===== src/rtl/light_pkg.sv =====
// Shared encodings for the traffic-light sequencer and its phase monitor.
// Lamp patterns are the raw active-low lines packed as {red_n, green_n, blue_n}.
package light_pkg;

    typedef enum logic [1:0] {
        PH_RED   = 2'd0,
        PH_BLUE  = 2'd1,
        PH_GREEN = 2'd2,
        PH_NONE  = 2'd3
    } phase_t;

    typedef enum logic [2:0] {
        FC_NONE    = 3'd0,
        FC_ILLEGAL = 3'd1,
        FC_BAD_SEQ = 3'd2,
        FC_SHORT   = 3'd3,
        FC_LONG    = 3'd4,
        FC_DARK    = 3'd5
    } fault_code_t;

    localparam logic [2:0] LAMP_RED   = 3'b011;
    localparam logic [2:0] LAMP_GREEN = 3'b101;
    localparam logic [2:0] LAMP_BLUE  = 3'b110;
    localparam logic [2:0] LAMP_DARK  = 3'b111;

    // Single-lamp patterns map to their phase; dark and multi-lamp give PH_NONE.
    function automatic phase_t lamp_phase(input logic [2:0] pat);
        case (pat)
            LAMP_RED:   return PH_RED;
            LAMP_BLUE:  return PH_BLUE;
            LAMP_GREEN: return PH_GREEN;
            default:    return PH_NONE;
        endcase
    endfunction

    function automatic phase_t next_phase(input phase_t p);
        case (p)
            PH_RED:   return PH_BLUE;
            PH_BLUE:  return PH_GREEN;
            PH_GREEN: return PH_RED;
            default:  return PH_NONE;
        endcase
    endfunction

endpackage


===== src/rtl/light_phase_monitor_if.sv =====
// Lamp lines, supervisor clear and monitor status bundled between sequencer side and monitor.
interface light_phase_monitor_if
    import light_pkg::*;
#(
    parameter int CNT_W = 28
) ();
    logic             red_n;
    logic             green_n;
    logic             blue_n;
    logic             clr_fault;
    phase_t           phase;
    logic             phase_valid;
    logic             phase_done;
    logic [CNT_W-1:0] last_dur;
    logic             fault;
    fault_code_t      fault_code;

    modport master (
        output red_n, green_n, blue_n, clr_fault,
        input  phase, phase_valid, phase_done, last_dur, fault, fault_code
    );

    modport slave (
        input  red_n, green_n, blue_n, clr_fault,
        output phase, phase_valid, phase_done, last_dur, fault, fault_code
    );
endinterface


===== src/rtl/lamp_filter.sv =====
// Two-flop synchronizer plus stability filter on the packed lamp lines.
// pat is the accepted pattern as of this cycle; chg flags that it differs from last cycle.
module lamp_filter
    import light_pkg::*;
#(
    parameter int FILT_CYC = 4
) (
    input  logic       clk,
    input  logic       rst_n,
    input  logic [2:0] lamp_n,
    output logic [2:0] pat,
    output logic       chg
);
    localparam int RW = $clog2(FILT_CYC + 2);

    if (FILT_CYC < 1) begin : g_filt_chk
        $error("lamp_filter: FILT_CYC must be at least 1");
    end

    logic [2:0]    sync1_q, sync1_d, sync2_q, sync2_d;
    logic [2:0]    last_q, last_d, acc_q, acc_d;
    logic [RW-1:0] run_q, run_d, run_cur;

    // run_cur counts the current cycle, so a pattern is accepted on its FILT_CYC-th cycle.
    always_comb begin
        sync1_d = lamp_n;
        sync2_d = sync1_q;
        last_d  = sync2_q;
        run_cur = (sync2_q == last_q) ? run_q + 1'b1 : RW'(1);
        run_d   = (run_cur > RW'(FILT_CYC)) ? RW'(FILT_CYC) : run_cur;
        acc_d   = (run_cur >= RW'(FILT_CYC)) ? sync2_q : acc_q;
    end

    always_ff @(posedge clk or negedge rst_n) begin
        if (!rst_n) begin
            sync1_q <= LAMP_DARK;
            sync2_q <= LAMP_DARK;
            last_q  <= LAMP_DARK;
            acc_q   <= LAMP_DARK;
            run_q   <= '0;
        end else begin
            sync1_q <= sync1_d;
            sync2_q <= sync2_d;
            last_q  <= last_d;
            acc_q   <= acc_d;
            run_q   <= run_d;
        end
    end

    assign pat = acc_d;
    assign chg = (acc_d != acc_q);

endmodule


===== src/rtl/light_phase_monitor.sv =====
// Phase monitor for the RED->BLUE->GREEN lamp sequence with sticky first-fault capture.
// Define LPM_DUR_CHECK_EN to include the SHORT/LONG phase duration checks.
module light_phase_monitor
    import light_pkg::*;
#(
    parameter int RED_CYC   = 240_000_000,
    parameter int BLUE_CYC  = 48_000_000,
    parameter int GREEN_CYC = 120_000_000,
    parameter int TOL_CYC   = 16,
    parameter int FILT_CYC  = 4,
    parameter int CNT_W     = 28
) (
    input  logic clk,
    input  logic rst_n,
    light_phase_monitor_if.slave bus
);
    typedef enum logic [2:0] {S_SYNC, S_RED, S_BLUE, S_GREEN, S_FAULT} state_t;

    localparam longint CNT_MAX = (longint'(1) << CNT_W) - 1;
    if (RED_CYC + TOL_CYC > CNT_MAX || BLUE_CYC + TOL_CYC > CNT_MAX ||
        GREEN_CYC + TOL_CYC > CNT_MAX) begin : g_cnt_w_chk
        $error("light_phase_monitor: CNT_W cannot hold nominal + TOL_CYC");
    end

    function automatic state_t ph_state(input phase_t p);
        case (p)
            PH_RED:   return S_RED;
            PH_BLUE:  return S_BLUE;
            PH_GREEN: return S_GREEN;
            default:  return S_SYNC;
        endcase
    endfunction

    logic [2:0]       pat;
    logic             chg;
    state_t           state_q, state_d;
    phase_t           phase_q, phase_d, pat_ph, succ;
    logic             valid_q, valid_d, done_q, done_d, fault_q, fault_d;
    logic             partial_q, partial_d;
    logic [CNT_W-1:0] last_dur_q, last_dur_d, cnt_q, cnt_d;
    fault_code_t      code_q, code_d, raise_code;
    logic             raise, too_long, too_short;

    lamp_filter #(.FILT_CYC(FILT_CYC)) u_filt (
        .clk    (clk),
        .rst_n  (rst_n),
        .lamp_n ({bus.red_n, bus.green_n, bus.blue_n}),
        .pat    (pat),
        .chg    (chg)
    );

`ifdef LPM_DUR_CHECK_EN
    int nom;
    always_comb begin
        case (phase_q)
            PH_RED:   nom = RED_CYC;
            PH_BLUE:  nom = BLUE_CYC;
            PH_GREEN: nom = GREEN_CYC;
            default:  nom = 0;
        endcase
    end
    assign too_long  = !partial_q && (int'(cnt_q) > nom + TOL_CYC);
    assign too_short = !partial_q && (int'(cnt_q) < nom - TOL_CYC);
`else
    assign too_long  = 1'b0;
    assign too_short = 1'b0;
`endif

    always_comb begin
        state_d    = state_q;
        phase_d    = phase_q;
        valid_d    = valid_q;
        done_d     = 1'b0;
        last_dur_d = last_dur_q;
        fault_d    = fault_q;
        code_d     = code_q;
        cnt_d      = cnt_q;
        partial_d  = partial_q;
        raise      = 1'b0;
        raise_code = FC_NONE;
        pat_ph     = lamp_phase(pat);
        succ       = next_phase(phase_q);
        if (bus.clr_fault) begin
            state_d = S_SYNC;
            phase_d = PH_NONE;
            valid_d = 1'b0;
            fault_d = 1'b0;
            code_d  = FC_NONE;
            cnt_d   = '0;
        end else begin
            case (state_q)
                S_SYNC: if (pat_ph != PH_NONE) begin
                    state_d   = ph_state(pat_ph);
                    phase_d   = pat_ph;
                    valid_d   = 1'b1;
                    cnt_d     = CNT_W'(1);
                    partial_d = 1'b1;
                end
                S_RED, S_BLUE, S_GREEN: begin
                    cnt_d = (&cnt_q) ? cnt_q : cnt_q + 1'b1;
                    // LONG outranks a pattern change landing in the same cycle.
                    if (too_long) begin
                        raise = 1'b1; raise_code = FC_LONG;
                    end else if (chg) begin
                        if (pat_ph == succ) begin
                            last_dur_d = cnt_q;
                            done_d     = !partial_q;
                            if (too_short) begin
                                raise = 1'b1; raise_code = FC_SHORT;
                            end else begin
                                state_d   = ph_state(succ);
                                phase_d   = succ;
                                cnt_d     = CNT_W'(1);
                                partial_d = 1'b0;
                            end
                        end else if (pat == LAMP_DARK) begin
                            raise = 1'b1; raise_code = FC_DARK;
                        end else if (pat_ph == PH_NONE) begin
                            raise = 1'b1; raise_code = FC_ILLEGAL;
                        end else begin
                            raise = 1'b1; raise_code = FC_BAD_SEQ;
                        end
                    end
                end
                default: ;
            endcase
            if (raise) begin
                state_d = S_FAULT;
                phase_d = PH_NONE;
                valid_d = 1'b0;
                fault_d = 1'b1;
                code_d  = raise_code;
                cnt_d   = cnt_q;
            end
        end
    end

    always_ff @(posedge clk or negedge rst_n) begin
        if (!rst_n) begin
            state_q    <= S_SYNC;
            phase_q    <= PH_NONE;
            valid_q    <= 1'b0;
            done_q     <= 1'b0;
            last_dur_q <= '0;
            fault_q    <= 1'b0;
            code_q     <= FC_NONE;
            cnt_q      <= '0;
            partial_q  <= 1'b0;
        end else begin
            state_q    <= state_d;
            phase_q    <= phase_d;
            valid_q    <= valid_d;
            done_q     <= done_d;
            last_dur_q <= last_dur_d;
            fault_q    <= fault_d;
            code_q     <= code_d;
            cnt_q      <= cnt_d;
            partial_q  <= partial_d;
        end
    end

    assign bus.phase       = phase_q;
    assign bus.phase_valid = valid_q;
    assign bus.phase_done  = done_q;
    assign bus.last_dur    = last_dur_q;
    assign bus.fault       = fault_q;
    assign bus.fault_code  = code_q;

endmodule


===== src/flat_wrapper.sv =====
// flat-port wrapper written by rule: the top's interface ports become plain ports
module light_phase_monitor_flat import light_pkg::*;
#(
    parameter int RED_CYC   = 240_000_000,
    parameter int BLUE_CYC  = 48_000_000,
    parameter int GREEN_CYC = 120_000_000,
    parameter int TOL_CYC   = 16,
    parameter int FILT_CYC  = 4,
    parameter int CNT_W     = 28
)
  (clk, rst_n, bus_red_n, bus_green_n, bus_blue_n, bus_clr_fault, bus_phase, bus_phase_valid, bus_phase_done, bus_last_dur, bus_fault, bus_fault_code);
  light_phase_monitor_if #(.CNT_W(CNT_W)) bus_i ();
  input  logic clk;
  input  logic rst_n;
  input wire logic [$bits(bus_i.red_n)-1:0] bus_red_n;
  input wire logic [$bits(bus_i.green_n)-1:0] bus_green_n;
  input wire logic [$bits(bus_i.blue_n)-1:0] bus_blue_n;
  input wire logic [$bits(bus_i.clr_fault)-1:0] bus_clr_fault;
  output wire logic [$bits(bus_i.phase)-1:0] bus_phase;
  output wire logic [$bits(bus_i.phase_valid)-1:0] bus_phase_valid;
  output wire logic [$bits(bus_i.phase_done)-1:0] bus_phase_done;
  output wire logic [$bits(bus_i.last_dur)-1:0] bus_last_dur;
  output wire logic [$bits(bus_i.fault)-1:0] bus_fault;
  output wire logic [$bits(bus_i.fault_code)-1:0] bus_fault_code;
  assign bus_i.red_n = bus_red_n;
  assign bus_i.green_n = bus_green_n;
  assign bus_i.blue_n = bus_blue_n;
  assign bus_i.clr_fault = bus_clr_fault;
  assign bus_phase = bus_i.phase;
  assign bus_phase_valid = bus_i.phase_valid;
  assign bus_phase_done = bus_i.phase_done;
  assign bus_last_dur = bus_i.last_dur;
  assign bus_fault = bus_i.fault;
  assign bus_fault_code = bus_i.fault_code;
  light_phase_monitor #(.RED_CYC(RED_CYC), .BLUE_CYC(BLUE_CYC), .GREEN_CYC(GREEN_CYC), .TOL_CYC(TOL_CYC), .FILT_CYC(FILT_CYC), .CNT_W(CNT_W)) u_core (.clk(clk), .rst_n(rst_n), .bus(bus_i));
endmodule

===== config.mk =====
export PLATFORM = sky130hd
export DESIGN_NAME = light_phase_monitor_flat
export DESIGN_NICKNAME = d
export VERILOG_FILES = /design/src/rtl/light_pkg.sv /design/src/rtl/light_phase_monitor_if.sv /design/src/rtl/lamp_filter.sv /design/src/rtl/light_phase_monitor.sv /design/src/flat_wrapper.sv
export SDC_FILE = /design/constraint.sdc
export NUM_CORES = 1
export LEC_CHECK = 0
export BUFFER_PORTS_ARGS = -buffer_cell sky130_fd_sc_hd__buf_2
export CAP_MARGIN = 20
export CELL_PAD_IN_SITES_DETAIL_PLACEMENT = 1
export CELL_PAD_IN_SITES_GLOBAL_PLACEMENT = 1
export CORE_ASPECT_RATIO = 0.7
export CORE_MARGIN = 8
export CORE_UTILIZATION = 51
export CTS_CLUSTER_DIAMETER = 100
export CTS_CLUSTER_SIZE = 40
export DETAILED_ROUTE_END_ITERATION = 16
export HOLD_SLACK_MARGIN = 0.02
export PLACE_DENSITY_LB_ADDON = 0.25
export SKIP_CTS_REPAIR_TIMING = 1
export SYNTH_ARGS = -nofsm -noshare
export SYNTH_HDL_FRONTEND = slang
export SYNTH_SLANG_ARGS = --single-unit

===== constraint.sdc =====
create_clock -name clk -period 7.3 [get_ports clk]
set_input_delay 0.73 -clock clk [delete_from_list [all_inputs] [get_ports clk]]
set_output_delay 0.73 -clock clk [all_outputs]
set_load 0.05 [all_outputs]

==> qor.csv <==
metric,value,unit
outcome,finished clean,
largest net degree at the start of global routing,84,
"antenna viol nets, final",0,
die area,12230,µm²
clock buffer depth,2,
Vias/cell,6.143,
critical path cell sequence,"ha_1, xor2_1, nand4_2, mux2_2, nor3b_1, inv_1, ha_1, or3_1, o22ai_1, or3_4, o311a_1, nand3_1, buf_4, mux2_2",
# fillers,967,
Initial DRT Pass Iterations,4,
I/O pin count,42,
Root Buffer,clkbuf_16,
Critical Path AT,5.13,ns
RSZ-0062 raised after global routing,no,
Syn Nets,423,
final instance area,5109,µm²
Antenna diodes,0,
Post-synth EDFFs,0,
FF/Latch Area,2095,µm²
routed vias,3514,
area occupied by multi-input gates,2242,µm²
Syn Inst Count,412,
reg-to-reg endpoint,u_core.bus.last_dur[0]$_DFFE_PN0P_,
Initial DRC Count,141,
"commonest non-fill, non-tap cell in the layout",dfrtp_1,
CTS H-Tree Depth,3,
Inserted Clock Buffers,9,
Placement Cell Area,4762,µm²
Worst EP required,7.52,ns
"CP delay by family, top",simple AND/OR/NAND/NOR gates,
drt total wl,11.93,mm
layer with the highest usage,met2,
Tcrit/Tclk final,67.21,%
Setup crit start,u_core.u_filt.run_q[0]$_DFF_PN0_,
clock-pin slew on the worst setup and hold paths,0.06,ns
"Slew Viols, Final",0,
layout cell share with drive strength beyond 1,30.53,%
Final Power,1.339,mW
share of the yosys chip area belonging to registers,46.13,%
Place WS,2.440,ns
GR Util met1,27.95,%
core area,8548,µm²
worst ir drop on vdd,0.1331,mV
Crit Reg-Reg Startpoint,u_core.u_filt.run_q[0]$_DFF_PN0_,
antenna violations before repair,0,
Worst setup EP type,flip-flop,
GRT Total Usage,19.83,%
worst-path fanout max,18,
Post-Layout Cell Count,572,
Pwr per Cell Area,262.1,nW/µm²
wire per inst,20.85,µm
WP depth,14,
CP startpoint kind,flip-flop,
GRT met3 Usage,5.346,%
Mean Syn Cell Area,11.02,µm²
DP Cell Count,554,
Hold Fails Final Rpt,0,
Setup Skew,0.004395,ns
CP max-delay cell,nand3_1,
P&R area growth vs syn,12.51,%
Starting Density,53.12,%
CP Class,reg -> reg,
final core utilization,59.76,%
min Tclk post-route,4.906,ns
CTS tree,built,
Mapped Area,4541,µm²
CP Buf/Inv Count,2,
WHS,0.3458,ns
aggregate global routing overflow,0,
HPWL after DPL,8.053,mm
Nets,458,
GRT met2 Usage,29.57,%
first-pass GRT wire length,19.04,mm
end of the critical path,u_core.bus.last_dur[0]$_DFFE_PN0P_,
Worst Tran Pin Value,1.041,ns
YS warnings,0,
Post-route DRC,0,
worst hold path class,in -> async,
Die X,128.8,µm
R2R setup slack,2.39,ns
"Clk Latency, worst-skew pair",0.34,ns
LEAKAGE,2.279,nW
Main synth FF type,dfrtp_1,
post-synthesis async set-or-reset flop share,100.0,%
vias in the first global route,3634,
std cell rows,28,
gp weighted congestion,0.8131,
number of synthesized register bits,83,
die height,94.95,µm
"Setup violations, final",0,
Fmax achieved,203.8,MHz
R2R depth,14,
fin worst setup slack,2.394,ns
post-synth cell types,74,
Sum Neg Setup Slack,0,ns
# Max-Cap Violations,0,
clock sinks,83,
IO buf count,41,
most frequent cells in the layout,"69 x dfrtp_1, 40 x buf_2, 27 x mux2_2",
Worst slew margin,30.47,%
crit-path max cell delay,0.49,ns
[layout make-up]
cell class	instances	area share, %
multi-input cells	293	43.89
flip-flops and latches	83	41.00
clock buffers	13	5.290
repair buffers	44	5.290
well taps	120	2.939
inverters	16	1.176
clock inverters	3	0.4164
[worst min-delay path by stage]
| stage | start | end | slack, ns |
|---|---|---|---|
| floorplan | u_core.u_filt.sync1_q[0]$_DFF_PN1_ | u_core.u_filt.last_d[0]$_DFF_PN1_ | 0.35 |
| global placement | u_core.u_filt.sync1_q[1]$_DFF_PN1_ | u_core.u_filt.last_d[1]$_DFF_PN1_ | 0.35 |
| detailed placement | u_core.u_filt.sync1_q[0]$_DFF_PN1_ | u_core.u_filt.last_d[0]$_DFF_PN1_ | 0.35 |
| CTS | u_core.u_filt.sync1_q[0]$_DFF_PN1_ | u_core.u_filt.last_d[0]$_DFF_PN1_ | 0.36 |
| global route | u_core.u_filt.sync1_q[0]$_DFF_PN1_ | u_core.u_filt.last_d[0]$_DFF_PN1_ | 0.36 |
| finish | rst_n | u_core.u_filt.run_q[0]$_DFF_PN0_ | 0.35 |
[flip-flops by register name (all words and copies together), names as in the netlist, 2 cells and up]
name and count:
u_core.bus.last_dur 28, u_core.cnt_q 28, u_core.bus.fault_code 3, u_core.state_q 3
u_core.u_filt.acc_q 3, u_core.u_filt.last_d 3, u_core.u_filt.last_q 3, u_core.u_filt.run_q 3
u_core.u_filt.sync1_q 3, u_core.bus.phase 2
[Yosys cell counts (all sizes together), types with 5 or more instances]
cell type / number / area share [%]
nor2: 26 / 2.1
nor3: 8 / 1.5
dfrtp: 69 / 38
inv: 16 / 1.3
and2: 7 / 0.96
a21oi: 17 / 2.0
buf: 14 / 2.6
clkbuf: 6 / 0.52
nand2: 25 / 2.1
mux2: 31 / 7.7
ha: 5 / 1.4
a31oi: 20 / 5.4
dfstp: 14 / 8.1
nor2b: 5 / 0.69
o21ai: 19 / 2.3
and3: 8 / 1.1
nand4: 19 / 2.9
or3: 8 / 1.2
o211ai: 9 / 2.4
nand3: 19 / 2.1
xor2: 6 / 1.2
[report_power, final]
group	total (mW)	switching (mW)	leakage, nW	internal (mW)
sequential	0.518	0.0287	1.10	0.490
clock	0.438	0.180	0.142	0.258
combinational	0.382	0.262	1.04	0.120
[kinds of logic (layout without fill, tap and decap cells)]
kind of cell,count (synthesis),in the layout,share of synthesized area [%]
buffers and inverters,36,76,4.491
DFF,83,83,46.13
adders and majority gates,5,5,1.378
AOI/OAI and AO/OA,102,102,19.26
and+or+nand+nor,141,141,17.91
muxes,35,35,8.570
xor gates and xnor gates,10,10,2.260
[routing by layer]
layer	share of wire (%)	up-vias	wire length, µm
met4	0.80	0	95
li1	-	1614	-
met3	5.4	9	638
met1	50	1796	5918
met5	0	-	0
met2	44	95	5273
Power figures use the tool's default switching activity.
